[src/rtl/bram1_port_arbiter_pkg.sv]
`default_nettype none
//============================================================================
// bram1_port_arbiter_pkg - FSM state and read-tag types for the BRAM arbiter
// Rev 1.0
//============================================================================
package bram1_port_arbiter_pkg;

  typedef enum logic [0:0] {
    ST_IDLE  = 1'b0,
    ST_CLEAR = 1'b1
  } arb_state_t;

  typedef enum logic [0:0] {
    OWN_A = 1'b0,
    OWN_B = 1'b1
  } owner_t;

  typedef struct packed {
    logic   read;
    owner_t owner;
  } rd_tag_t;

endpackage

`default_nettype wire

[src/rtl/bram1_rd_tag_pipe.sv]
`default_nettype none
//============================================================================
// bram1_rd_tag_pipe - shift register aligning read tags with BRAM_DO
// Rev 1.0
//============================================================================
module bram1_rd_tag_pipe
  import bram1_port_arbiter_pkg::*;
#(
  parameter int DEPTH = 1
) (
  input  logic    CLK,
  input  logic    RST,
  input  rd_tag_t i_push_tag,
  output logic    o_tag_valid,
  output owner_t  o_tag_owner
);

  rd_tag_t r_pipe [DEPTH];

  always_ff @(posedge CLK or posedge RST) begin
    if (RST) begin
      for (int i = 0; i < DEPTH; i++) r_pipe[i] <= '0;
    end else begin
      r_pipe[0] <= i_push_tag;
      for (int i = 1; i < DEPTH; i++) r_pipe[i] <= r_pipe[i-1];
    end
  end

  assign o_tag_valid = r_pipe[DEPTH-1].read;
  assign o_tag_owner = r_pipe[DEPTH-1].owner;

endmodule

`default_nettype wire

[src/rtl/bram1_port_arbiter.sv]
`default_nettype none
//============================================================================
// bram1_port_arbiter - two-requester arbiter and clear sequencer for one BRAM
// Optional: BRAM_ARB_RR_EN selects round-robin (else fixed A-over-B priority)
// Rev 1.0
//============================================================================
module bram1_port_arbiter
  import bram1_port_arbiter_pkg::*;
#(
  parameter int PIPELINED  = 0,
  parameter int ADDR_WIDTH = 1,
  parameter int DATA_WIDTH = 1,
  parameter int MEMSIZE    = 1
) (
  input  logic                  CLK,
  input  logic                  RST,
  input  logic                  A_REQ_VALID,
  output logic                  A_REQ_READY,
  input  logic                  A_REQ_WE,
  input  logic [ADDR_WIDTH-1:0] A_REQ_ADDR,
  input  logic [DATA_WIDTH-1:0] A_REQ_DATA,
  output logic                  A_RSP_VALID,
  output logic [DATA_WIDTH-1:0] A_RSP_DATA,
  input  logic                  B_REQ_VALID,
  output logic                  B_REQ_READY,
  input  logic                  B_REQ_WE,
  input  logic [ADDR_WIDTH-1:0] B_REQ_ADDR,
  input  logic [DATA_WIDTH-1:0] B_REQ_DATA,
  output logic                  B_RSP_VALID,
  output logic [DATA_WIDTH-1:0] B_RSP_DATA,
  input  logic                  CLR_START,
  input  logic [DATA_WIDTH-1:0] CLR_VALUE,
  output logic                  CLR_BUSY,
  output logic                  BRAM_EN,
  output logic                  BRAM_WE,
  output logic [ADDR_WIDTH-1:0] BRAM_ADDR,
  output logic [DATA_WIDTH-1:0] BRAM_DI,
  input  logic [DATA_WIDTH-1:0] BRAM_DO
);

  localparam logic [ADDR_WIDTH:0] c_LAST = (ADDR_WIDTH+1)'(MEMSIZE - 1);

  arb_state_t            r_state;
  logic [ADDR_WIDTH:0]   r_cnt;
  logic [DATA_WIDTH-1:0] r_clr_val;

  logic    w_idle, w_a_wins, w_grant_a, w_grant_b;
  rd_tag_t w_push_tag;
  logic    w_tag_valid;
  owner_t  w_tag_owner;

  // RST gates the grant so nothing reaches the BRAM while reset is held.
  assign w_idle = (r_state == ST_IDLE) && !RST && !CLR_START;

`ifdef BRAM_ARB_RR_EN
  owner_t r_rr_ptr;

  assign w_a_wins = !B_REQ_VALID || (r_rr_ptr == OWN_A);

  always_ff @(posedge CLK or posedge RST) begin
    if (RST)            r_rr_ptr <= OWN_A;
    else if (w_grant_a) r_rr_ptr <= OWN_B;
    else if (w_grant_b) r_rr_ptr <= OWN_A;
  end
`else
  assign w_a_wins = 1'b1;
`endif

  assign w_grant_a   = w_idle && A_REQ_VALID && w_a_wins;
  assign w_grant_b   = w_idle && B_REQ_VALID && !w_grant_a;
  assign A_REQ_READY = w_grant_a;
  assign B_REQ_READY = w_grant_b;
  assign CLR_BUSY    = (r_state == ST_CLEAR);

  always_ff @(posedge CLK or posedge RST) begin
    if (RST) begin
      r_state   <= ST_IDLE;
      r_cnt     <= '0;
      r_clr_val <= '0;
    end else begin
      case (r_state)
        ST_IDLE: begin
          if (CLR_START) begin
            r_state   <= ST_CLEAR;
            r_cnt     <= '0;
            r_clr_val <= CLR_VALUE;
          end
        end
        ST_CLEAR: begin
          r_cnt <= r_cnt + 1'b1;
          if (r_cnt == c_LAST) r_state <= ST_IDLE;
        end
        default: r_state <= ST_IDLE;
      endcase
    end
  end

  always_comb begin
    BRAM_EN   = 1'b0;
    BRAM_WE   = 1'b0;
    BRAM_ADDR = '0;
    BRAM_DI   = '0;
    if (r_state == ST_CLEAR) begin
      BRAM_EN   = 1'b1;
      BRAM_WE   = 1'b1;
      BRAM_ADDR = r_cnt[ADDR_WIDTH-1:0];
      BRAM_DI   = r_clr_val;
    end else if (w_grant_a) begin
      BRAM_EN   = 1'b1;
      BRAM_WE   = A_REQ_WE;
      BRAM_ADDR = A_REQ_ADDR;
      BRAM_DI   = A_REQ_DATA;
    end else if (w_grant_b) begin
      BRAM_EN   = 1'b1;
      BRAM_WE   = B_REQ_WE;
      BRAM_ADDR = B_REQ_ADDR;
      BRAM_DI   = B_REQ_DATA;
    end
  end

  assign w_push_tag.read  = (w_grant_a && !A_REQ_WE) || (w_grant_b && !B_REQ_WE);
  assign w_push_tag.owner = w_grant_b ? OWN_B : OWN_A;

  bram1_rd_tag_pipe #(
    .DEPTH (1 + PIPELINED)
  ) u_tag_pipe (
    .CLK         (CLK),
    .RST         (RST),
    .i_push_tag  (w_push_tag),
    .o_tag_valid (w_tag_valid),
    .o_tag_owner (w_tag_owner)
  );

  assign A_RSP_VALID = w_tag_valid && (w_tag_owner == OWN_A);
  assign B_RSP_VALID = w_tag_valid && (w_tag_owner == OWN_B);
  assign A_RSP_DATA  = BRAM_DO;
  assign B_RSP_DATA  = BRAM_DO;

endmodule

`default_nettype wire
[config.mk]
export PLATFORM = sky130hd
export DESIGN_NAME = bram1_port_arbiter
export DESIGN_NICKNAME = d
export VERILOG_FILES = /design/src/rtl/bram1_port_arbiter_pkg.sv /design/src/rtl/bram1_rd_tag_pipe.sv /design/src/rtl/bram1_port_arbiter.sv
export SDC_FILE = /design/constraint.sdc
export NUM_CORES = 1
export LEC_CHECK = 0
export CAP_MARGIN = 20
export CORE_AREA = 3 3 40 42
export DETAILED_ROUTE_END_ITERATION = 16
export DIE_AREA = 0 0 43 45
export GPL_ROUTABILITY_DRIVEN = 0
export PLACE_DENSITY = 0.65
export SLEW_MARGIN = 20
export SYNTH_ARGS = -nofsm -noshare
export SYNTH_HDL_FRONTEND = slang
export SYNTH_HIERARCHICAL = 1
export SYNTH_SLANG_ARGS = --single-unit
[constraint.sdc]
create_clock -name CLK -period 3.2 [get_ports CLK]
set_clock_uncertainty 0.2 [all_clocks]
set_input_delay 0.64 -clock CLK [delete_from_list [all_inputs] [get_ports CLK]]
set_output_delay 0.64 -clock CLK [all_outputs]
set_load 0.03 [all_outputs]
==> flow_results.org <==
** Status
- Status :: completed

** Clock network
- Clock latency on the worst-skew pair :: ~0.25 ns
- Count of hold-fix buffers inserted at cts :: 0
- TritonCTS built the clock tree.
- After clock tree synthesis, the clock-pin slew on the worst setup and hold paths is approximately 0.04 ns.
- The clock passes through at most 2 buffers.
- Buffer type at the clock tree root :: sky130_fd_sc_hd__clkbuf_4
- Counting every sink on the clock net gives 6.
- In this run the number of H-tree levels came out at 1.
- Num CTS Buffers :: 3
- After clock tree synthesis, the setup repair step added 0 buffers.

** Synth
- The number of different library cells used by synthesis comes to 24.
- Warnings from Yosys :: 6
- A synthesized cell averages just under 9 um^2.
- For this run, asynchronously set or reset flops after synthesis account for 100%.
- Library cell with the largest summed area after synthesis :: sky130_fd_sc_hd__dfrtp_1
- The share of synthesized area in the top cell type comes to 39.1%.
- Total of flip-flops plus latches after synthesis :: 6
- In this run, synthesis inferred 0 flip-flops with an integrated enable.
- Netlist Area Pre-Place :: just under 400 um^2
- In the synthesized netlist the dominant register cell turns out to be sky130_fd_sc_hd__dfrtp_1.
- Mapped Cells :: 44
- Share of the yosys chip area belonging to registers :: between 30% and 40%
- The number of nets in the synthesized netlist is 58.
- Largest cells by area after synthesis :: sky130_fd_sc_hd__dfrtp_1, sky130_fd_sc_hd__inv_1, sky130_fd_sc_hd__nor2b_1

** Timing
- Post-layout minimum cycle time :: between 2 and 3 ns
- Setup violations remaining at the end of the flow were counted as 0.
- Max-slew headroom at the worst pin :: around three quarters
- Final hold analysis gives a worst-case slack of around 0.28 ns.
- Final Hold Violating Endpoints :: 0
- RSZ-0062 raised after global routing :: no
- Derived from the worst setup path, the maximum achievable clock frequency is approximately 0.33 GHz.
- Fraction of the cycle the final worst path needs :: just over 90%
- At the pin with the least slew margin, the transition time is ~0.38 ns.
- Total Negative Setup Slacks :: 0 ns
- Fin. max-slew vios :: 0

** Finish
- Share of cells above drive strength 1 :: about a tenth
- Area of the multi-input gates :: about 190 um^2
- Leaving out fill and tap cells, the most frequent cell in the layout is sky130_fd_sc_hd__clkdlybuf4s50_1.
- Final nets :: 82
- Relative to the synthesized area, the layout overhead comes to 63.2%.
- The number of antenna diodes in the final layout is 0.
- Once layout is complete, the utilization of the core stands at between 40% and 50%.
- Register area :: 150 um^2
- Layout Cells excl Fill :: around 80
- The library cells used most frequently in the layout, excluding fill and tap cells, are sky130_fd_sc_hd__clkdlybuf4s50_1, sky130_fd_sc_hd__dfrtp_1, sky130_fd_sc_hd__inv_1, sky130_fd_sc_hd__dlymetal6s2s_1.
- Fill cells in the final layout number 123.

** Die
- Row count :: 13
- Boundary pin count :: 24
- Once the floorplan was initialized, standard cells occupied 29.9% of the core.
- The floorplan step defined a die boundary enclosing between 0.0015 and 0.002 mm^2.
- Chip width :: roughly 43 um
- CORE AREA :: 0.00128 mm^2
- From bottom edge to top edge, the die measures roughly 45 um.

** Worst setup path
- Critical Path End Type :: output pin
- Max stage delay cell, worst path :: sky130_fd_sc_hd__clkdlybuf4s50_1
- Required time reported for the critical path endpoint :: roughly 2.4 ns
- The critical path is of the input port to output pin type.
- STA classifies the critical path startpoint as an input port.
- The worst register-to-register path has a depth of 2.
- Along the worst path, the maximum fanout reaches 5.
- For the worst setup path, the data arrival time is roughly 2.2 ns.
- Largest stage delay on the critical path :: 0.66 ns
- Worst-path cell chain :: clkdlybuf4s50_1 -> nor2_1 -> o21ai_0 -> nand2b_1 -> clkdlybuf4s50_1
- Most Frequent Cell on Critical Path :: sky130_fd_sc_hd__clkdlybuf4s50_1

** Global route
- Global routing consumed, over all layers together, between 10 and 15% of the routing resources.
- Initial antenna violation count :: 0
- The first global-routing pass estimated around 1500 um of wire.
- Entering global routing, the biggest net connects 13 pins.
- For this run the aggregate overflow at the end of global routing stands at 0.
- Number of global-route vias before repair :: 375

** Pwr
- Static leakage :: about 0.34 nW
- Power per unit of standard cell area :: 729 mW/mm^2
- Maximum resistive drop on vdd :: about 0.38 mV

** Detailed routing
- Starting DRT DRC Count :: 6
- Number of vias per cell after detailed routing :: between 4 and 5
- For this block, the routed nets add up to around 950 um of wire.
- Number of detailed-route iterations in the first pass :: 4
- After detailed routing, the number of remaining DRC violations is 0.
- In the final routed layout, each cell accounts on average for 11.7 um.
- Once detail routing completed, the nets flagged for antenna violations numbered 0.
- Detailed-route via count :: ~380

** Placement
- Port buffer count :: 20
- Dpl cells :: between 70 and 80
- Detailed placement ended at an HPWL of ~760 um.

** Run
- Max-cap violations :: 0

** Hold path
- Min-Delay Path Depth :: 1
- Class of the tightest hold or removal check :: flop to flop
[sequential cells by signal (all words and copies together) (netlist names)]
signal                  count
r_cnt                       2
CLR_BUSY                    1
r_clr_val                   1
u_tag_pipe/o_tag_owner      1
u_tag_pipe/o_tag_valid      1
[final cells by class]
class,count,share of cell area [%]
Sequential cell,6,24.0
Tap cell,15,2.99
Clock buffer,3,3.59
Timing Repair Buffer,22,36.3
Inverter,5,2.99
Multi-Input combinational cell,30,30.1
[stage by stage]
step	area [um^2]	worst slack (ns)	power [mW]
after floorplan	384	0.917	0.304
after global placement	592	0.0297	0.390
after detailed placement	592	0.0185	0.392
after CTS	614	0.0191	0.469
after global routing	627	0.118	0.491
final	627	0.212	0.457
[final timing paths]
check	startpoint	to	slack, ns
max	CLR_START	BRAM_EN	0.21
min in group asynchronous	RST	u_tag_pipe/o_tag_valid$_DFF_PP0_	0.47
max reg2reg	CLR_BUSY$_DFF_PP0_	r_clr_val$_DFFE_PP0P_	1.77
min reg2reg	r_clr_val$_DFFE_PP0P_	r_clr_val$_DFFE_PP0P_	0.28
max in group asynchronous	RST	CLR_BUSY$_DFF_PP0_	2.10
min	r_clr_val$_DFFE_PP0P_	r_clr_val$_DFFE_PP0P_	0.28
[report_power, final]
group          switching (mW)  internal [mW]  leakage [nW]  total (mW)
sequential             0.0298          0.103        0.0751       0.133
clock                  0.0295         0.0426        0.0138      0.0720
combinational           0.135          0.117         0.251       0.252
total                   0.194          0.263         0.339       0.457
[cells in the mapped netlist, drive strengths merged (2+ instances only)]
master	n
and2	2
nand2	3
nor2	4
dfrtp	6
nand2b	2
a21oi	2
buf	3
inv	5
a22oi	2
nor2b	3
o21ai	2
[routing by layer]
layer / track usage (%) / part of all wire (%) / vias up
li1: - / - / 190
met1: 12.8 / 43 / 167
met2: 15.6 / 45 / 16
met3: 5.18 / 9.1 / 2
met4: 7.23 / 2.2 / 0
met5: 0 / 0 / -
[worst max-delay path, delay by kind of cell]
family | cells | cell delay (ns)
AO/OA/AOI/OAI | 1 | 0.10
buffers and inverters | 2 | 1.16
AND/OR/NAND/NOR | 2 | 0.24
[cell families after synthesis]
group,synth area share [%]
compound gates,18.2
fa+ha+maj,3.26
buf+inv,11.7
flops,39.1
mux,2.93
simple gates,24.8
[timing repair]
item | in CTS | in global routing
gates resized for setup | 0 | 5
endpoints found under the setup margin | 0 | 5
endpoints found under the hold margin | 0 | 0
Note: power is estimated with default switching activity, not from simulation.
